[config.mk]
export PLATFORM = sky130hd
export DESIGN_NAME = mem_access
export DESIGN_NICKNAME = d
export VERILOG_FILES = /design/src/rtl/mem_access.sv
export SDC_FILE = /design/constraint.sdc
export NUM_CORES = 1
export LEC_CHECK = 0
export CORE_UTILIZATION = 43
export DETAILED_ROUTE_END_ITERATION = 10
export PLACE_DENSITY = 0.86
export SLEW_MARGIN = 0
export SYNTH_ARGS = -nofsm -noshare
export SYNTH_HDL_FRONTEND = slang
export SYNTH_SLANG_ARGS = --single-unit
[constraint.sdc]
create_clock -name clk -period 2.2 [get_ports clk]
set_input_delay 0.22 -clock clk [delete_from_list [all_inputs] [get_ports clk]]
set_output_delay 0.22 -clock clk [all_outputs]
set_load 0.005 [all_outputs]
[src/rtl/mem_access.sv]
// Data-memory access stage: lw/sw over a req/ack bus, pass-through for other ops.
// Optional REQ timeout abort is enabled by defining MEM_TIMEOUT_EN.
module mem_access #(
    parameter int unsigned TIMEOUT_CYCLES = 15
) (
    input  logic        clk,
    input  logic        rst_n,
    input  logic [4:0]  ALUop_i,
    input  logic [31:0] MemAddr_i,
    input  logic [31:0] StoreData_i,
    input  logic [31:0] WriteData_i,
    input  logic [4:0]  WriteDataNum_i,
    input  logic        WriteReg_i,
    output logic        dmem_req_o,
    output logic        dmem_we_o,
    output logic [31:0] dmem_addr_o,
    output logic [31:0] dmem_wdata_o,
    input  logic        dmem_ack_i,
    input  logic [31:0] dmem_rdata_i,
    output logic        stall_o,
    output logic        WriteReg_o,
    output logic [4:0]  WriteDataNum_o,
    output logic [31:0] WriteData_o,
    output logic        misalign_o,
    output logic        bus_err_o
);

    localparam logic [4:0] OP_LW = 5'b10100;
    localparam logic [4:0] OP_SW = 5'b10101;

    typedef enum logic [1:0] {IDLE, REQ, DONE} state_t;

    state_t      state;
    state_t      state_nxt;

    logic [31:0] addr_q;
    logic [31:0] wdata_q;
    logic        we_q;
    logic [4:0]  num_q;
    logic [31:0] data_q;
    logic        wr_q;
    logic        misalign_q;
    logic        bus_err_q;

    logic        is_mem;
    logic        misaligned;
    logic        timeout_c;

    assign is_mem     = (ALUop_i == OP_LW) || (ALUop_i == OP_SW);
    assign misaligned = |MemAddr_i[1:0];

    if (TIMEOUT_CYCLES < 1 || TIMEOUT_CYCLES > 255) begin : g_bad_timeout
        $error("mem_access: TIMEOUT_CYCLES out of range 1..255");
    end

`ifdef MEM_TIMEOUT_EN
    localparam logic [7:0] LIMIT = 8'(TIMEOUT_CYCLES);
    logic [7:0] wait_cnt;

    // Counts unacknowledged REQ cycles; held at zero outside REQ
    always_ff @(posedge clk or negedge rst_n) begin
        if (!rst_n) begin
            wait_cnt <= 8'd0;
        end else if (state != REQ) begin
            wait_cnt <= 8'd0;
        end else if (!dmem_ack_i) begin
            wait_cnt <= wait_cnt + 8'd1;
        end
    end

    // An ack in the limit cycle takes priority over the abort
    assign timeout_c = (state == REQ) && !dmem_ack_i && ((wait_cnt + 8'd1) == LIMIT);
`else
    assign timeout_c = 1'b0;
`endif

    always_ff @(posedge clk or negedge rst_n) begin
        if (!rst_n) begin
            state <= IDLE;
        end else begin
            state <= state_nxt;
        end
    end

    always_comb begin
        state_nxt      = state;
        stall_o        = 1'b0;
        dmem_req_o     = 1'b0;
        WriteReg_o     = 1'b0;
        WriteDataNum_o = WriteDataNum_i;
        WriteData_o    = WriteData_i;
        case (state)
            IDLE: begin
                if (is_mem) begin
                    stall_o   = 1'b1;
                    state_nxt = misaligned ? DONE : REQ;
                end else begin
                    WriteReg_o = WriteReg_i;
                end
            end
            REQ: begin
                stall_o    = 1'b1;
                dmem_req_o = 1'b1;
                if (dmem_ack_i || timeout_c) begin
                    state_nxt = DONE;
                end
            end
            DONE: begin
                WriteReg_o     = wr_q;
                WriteDataNum_o = num_q;
                WriteData_o    = data_q;
                state_nxt      = IDLE;
            end
            default: state_nxt = IDLE;
        endcase
        // Reset must silence handshake and write enables without waiting for a clock
        if (!rst_n) begin
            stall_o    = 1'b0;
            dmem_req_o = 1'b0;
            WriteReg_o = 1'b0;
        end
    end

    // Transaction latches and one-cycle DONE flags
    always_ff @(posedge clk or negedge rst_n) begin
        if (!rst_n) begin
            addr_q     <= 32'd0;
            wdata_q    <= 32'd0;
            we_q       <= 1'b0;
            num_q      <= 5'd0;
            data_q     <= 32'd0;
            wr_q       <= 1'b0;
            misalign_q <= 1'b0;
            bus_err_q  <= 1'b0;
        end else begin
            case (state)
                IDLE: begin
                    wr_q       <= 1'b0;
                    bus_err_q  <= 1'b0;
                    misalign_q <= 1'b0;
                    if (is_mem) begin
                        addr_q     <= MemAddr_i;
                        wdata_q    <= StoreData_i;
                        we_q       <= (ALUop_i == OP_SW);
                        num_q      <= WriteDataNum_i;
                        data_q     <= 32'd0;
                        misalign_q <= misaligned;
                    end
                end
                REQ: begin
                    if (dmem_ack_i) begin
                        data_q <= we_q ? 32'd0 : dmem_rdata_i;
                        wr_q   <= !we_q;
                    end else if (timeout_c) begin
                        data_q    <= 32'd0;
                        bus_err_q <= 1'b1;
                    end
                end
                default: begin
                    wr_q       <= 1'b0;
                    misalign_q <= 1'b0;
                    bus_err_q  <= 1'b0;
                end
            endcase
        end
    end

    assign dmem_we_o    = we_q;
    assign dmem_addr_o  = addr_q;
    assign dmem_wdata_o = wdata_q;
    assign misalign_o   = misalign_q;
    assign bus_err_o    = bus_err_q;

endmodule

==> results.toml <==
[outcome]
status = "finished, final reports clean"

[sta]
setup_tns_ns = 0
fmax_mhz = 466
worst_pin_slew_ns = 0.838
grt_setup_unrepaired = "false"
clock-skew-final_ns = 0.0154
finalCriticalPeriod_ns = 2.14
fin_hold_ws_ns = 0.452
setup_viol = 0
hold_viol = 0
slew_headroom_pct = 43.9
slew_violations = 0
finalCritPeriodShare_pct = 97.5

[power_and_ir_drop]
pwr-share-comb_pct = 31.2
p_switching_uw = 1270
p_seq_share_pct = 47.2
swShare_pct = 23.6
worst_ir_drop_vdd_v = 0.000408
power_frac_clock_pct = 21.7
p_per_area_nw_per_um2 = 708
intPower_uw = 4110
leakage_uw = 0.00351

[placement]
hpwl_um = 9300
place_congestion = 0.715
io_buffers = 247

[detailed_routing]
wl_per_cell_um = 18.1
first_iter_violations = 105
via_per_inst = 4.97
vias = 3419
drc = 0
firstDrtPassIters = 4
wirelength_um = 12500
final_antenna_net_count = 0

[global_route]
grt_max_degree = 57
antenna_found_initial = 0
overflow = 0
grt_usage_pct = 22.1
grt_pass1_wl_um = 18900
grt_pass1_vias = 3636

[setup_path]
reg2reg_slack_ns = 0.48
r2r-start = "state[1]"
crit_path_start_kind = "flop"
cp-endpoint = "WriteData_o[24]"
cp_data_arrival_time_ns = 1.92
r2r_cells = 4
required_ns = 1.98
critPathKind = "flop to primary output"
crit_slowest_cell = "clkdlybuf4s50_1"
cp_max_fo = 18
critPathCaptureType = "primary output"
crit_chain = "nand2b_4 > buf_12 > mux2_2 > clkdlybuf4s50_1"
reg2reg_to = "data_q[7]"
max_stage_delay_ns = 0.46
crit_start = "state[1]"

[floorplan]
die_h_um = 107
die_x_um = 107
die-area_um2 = 11500
start_util_pct = 44.1
num_rows = 38
core_um2 = 10800
io_pins = 249

[clocking]
cts_buffers = 9
clock_sinks = 106
cts_buffer_depth = 2
cts_tree = "done"
cts-root-buf = "clkbuf_8"
cts.clk_slew.worst_paths_ns = 0.10
clock_latency_ns = 0.37
htree_levels = 3

[finish]
syn_to_final_growth_pct = 59.6
final_cell_mix = "243 x clkdlybuf4s50_1, 105 x dfrtp_1, 70 x mux2_4"
final_nets = 686
final_common_cell = "clkdlybuf4s50_1"
antennaDiodeCount = 0
drive_above_1_share_pct = 25.7

[logic_synthesis]
synth.avg_cell_area_um2 = 16.3
synth_seq_area_share_pct = 55.7
synth-seq-cells = 106
synth_fp_nets = 434
syn_area_um2 = 4760
synthCells = 292
synth.distinct_cells = 23
ys_warn_count = 0

[flow_run]
max_cap_violations = 0

[worst_hold_path]
worstHoldPathType = "input port to flop"
logic make-up after synthesis:
group                  after synthesis  share of synthesized area (%)
and+or+nand+nor                     20                           2.65
other                                1                         0.0787
AOI/OAI and AO/OA                   37                           6.96
buffers and inverters               21                           3.81
DFF                                106                           55.7
muxes                              107                           30.8
through the flow:
| step | total power [µW] | utilization [%] | setup WS (ns) | instances | cell area (µm²) |
|---|---|---|---|---|---|
| floorplan | 3160 | - | 0.739 | 292 | 4760 |
| global placement | 4200 | 68.2 | 0.133 | 670 | 7360 |
| detailed placement | 4240 | 68.2 | 0.138 | 670 | 7360 |
| CTS | 5440 | 70.4 | 0.0121 | 688 | 7600 |
| global route | 5630 | 70.4 | 0.00212 | 688 | 7600 |
| finish | 5380 | 70.4 | 0.0557 | 688 | 7600 |
worst min-delay path by stage:
| stage | startpoint | to | slack (ns) | depth (start not counted) |
|---|---|---|---|---|
| detailed placement | rst_n | misalign_o | 0.39 | 2 |
| finish | dmem_rdata_i[27] | data_q[27] | 0.45 | 2 |
| global route | StoreData_i[29] | dmem_wdata_o[29] | 0.44 | 2 |
| global placement | rst_n | misalign_o | 0.37 | 2 |
| floorplan | rst_n | data_q[0] | -0.08 | 0 |
| CTS | dmem_rdata_i[17] | data_q[17] | 0.44 | 2 |
state kept, by name, summed over array words and instances, names as in the netlist:
register / cells
data_q: 32
dmem_addr_o: 32
dmem_wdata_o: 32
dmem_we_o: 1
misalign_o: 1
num_q: 5
state: 2
wr_q: 1
per-layer routing:
metal / share of wire (%) / GRT usage, % / up-vias
met1: 39 / 25.4 / 1675
met4: 3.1 / 11.4 / 0
met5: 0 / 0 / -
li1: - / - / 1560
met2: 51 / 38.8 / 158
met3: 7.3 / 4.72 / 26
power groups by stage:
stage / Combinational, µW / Clock, µW / Sequential [µW]
2_1_floorplan: 613 / 0 / 2540
3_3_place_gp: 1640 / 0 / 2550
3_5_place_dp: 1690 / 0 / 2560
4_1_cts: 1700 / 1190 / 2540
5_1_grt: 1770 / 1270 / 2580
6_report: 1680 / 1160 / 2540
Yosys cell counts (all sizes together):
library cell  instances  area (µm²)
a22oi                 2        15.0
or3                   1        6.26
dfrtp               106        2650
mux2                107        1470
nand4bb               1        11.3
a21oi                 2        10.0
nand2b                3        21.3
nor3                  3        15.0
a2bb2oi               1        26.3
nor2                  7        31.3
inv                   2        7.51
buf                  19         174
and4bb                1        16.3
nand2                 3        18.8
nor2b                 1        6.26
a22o                 32         280
conb                  1        3.75
final cells by class:
type                            instances  area [µm²]
Clock buffer                           12         145
Clock inverter                          3        40.0
Fill cell                             753        3190
Inverter                                2        7.51
Multi-Input combinational cell        165        1940
Sequential cell                       106        2650
Tap cell                              140         175
Timing Repair Buffer                  260        2640
worst max-delay path: cells and delay by family (launching register included):
kind	cells	cell delay, ns
buffers and inverters	2	0.64
flip-flops	1	0.44
multiplexers	1	0.34
AND/OR/NAND/NOR	1	0.13
timing repair:
action                                  CTS  global route
gates resized for setup                   4             2
setup buffers                             1             0
hold buffers                              1             0
cloned                                    1             0
endpoints found under the hold margin    50             0
endpoints found under the setup margin   36             2
Note: power is estimated with default switching activity, not from simulation.
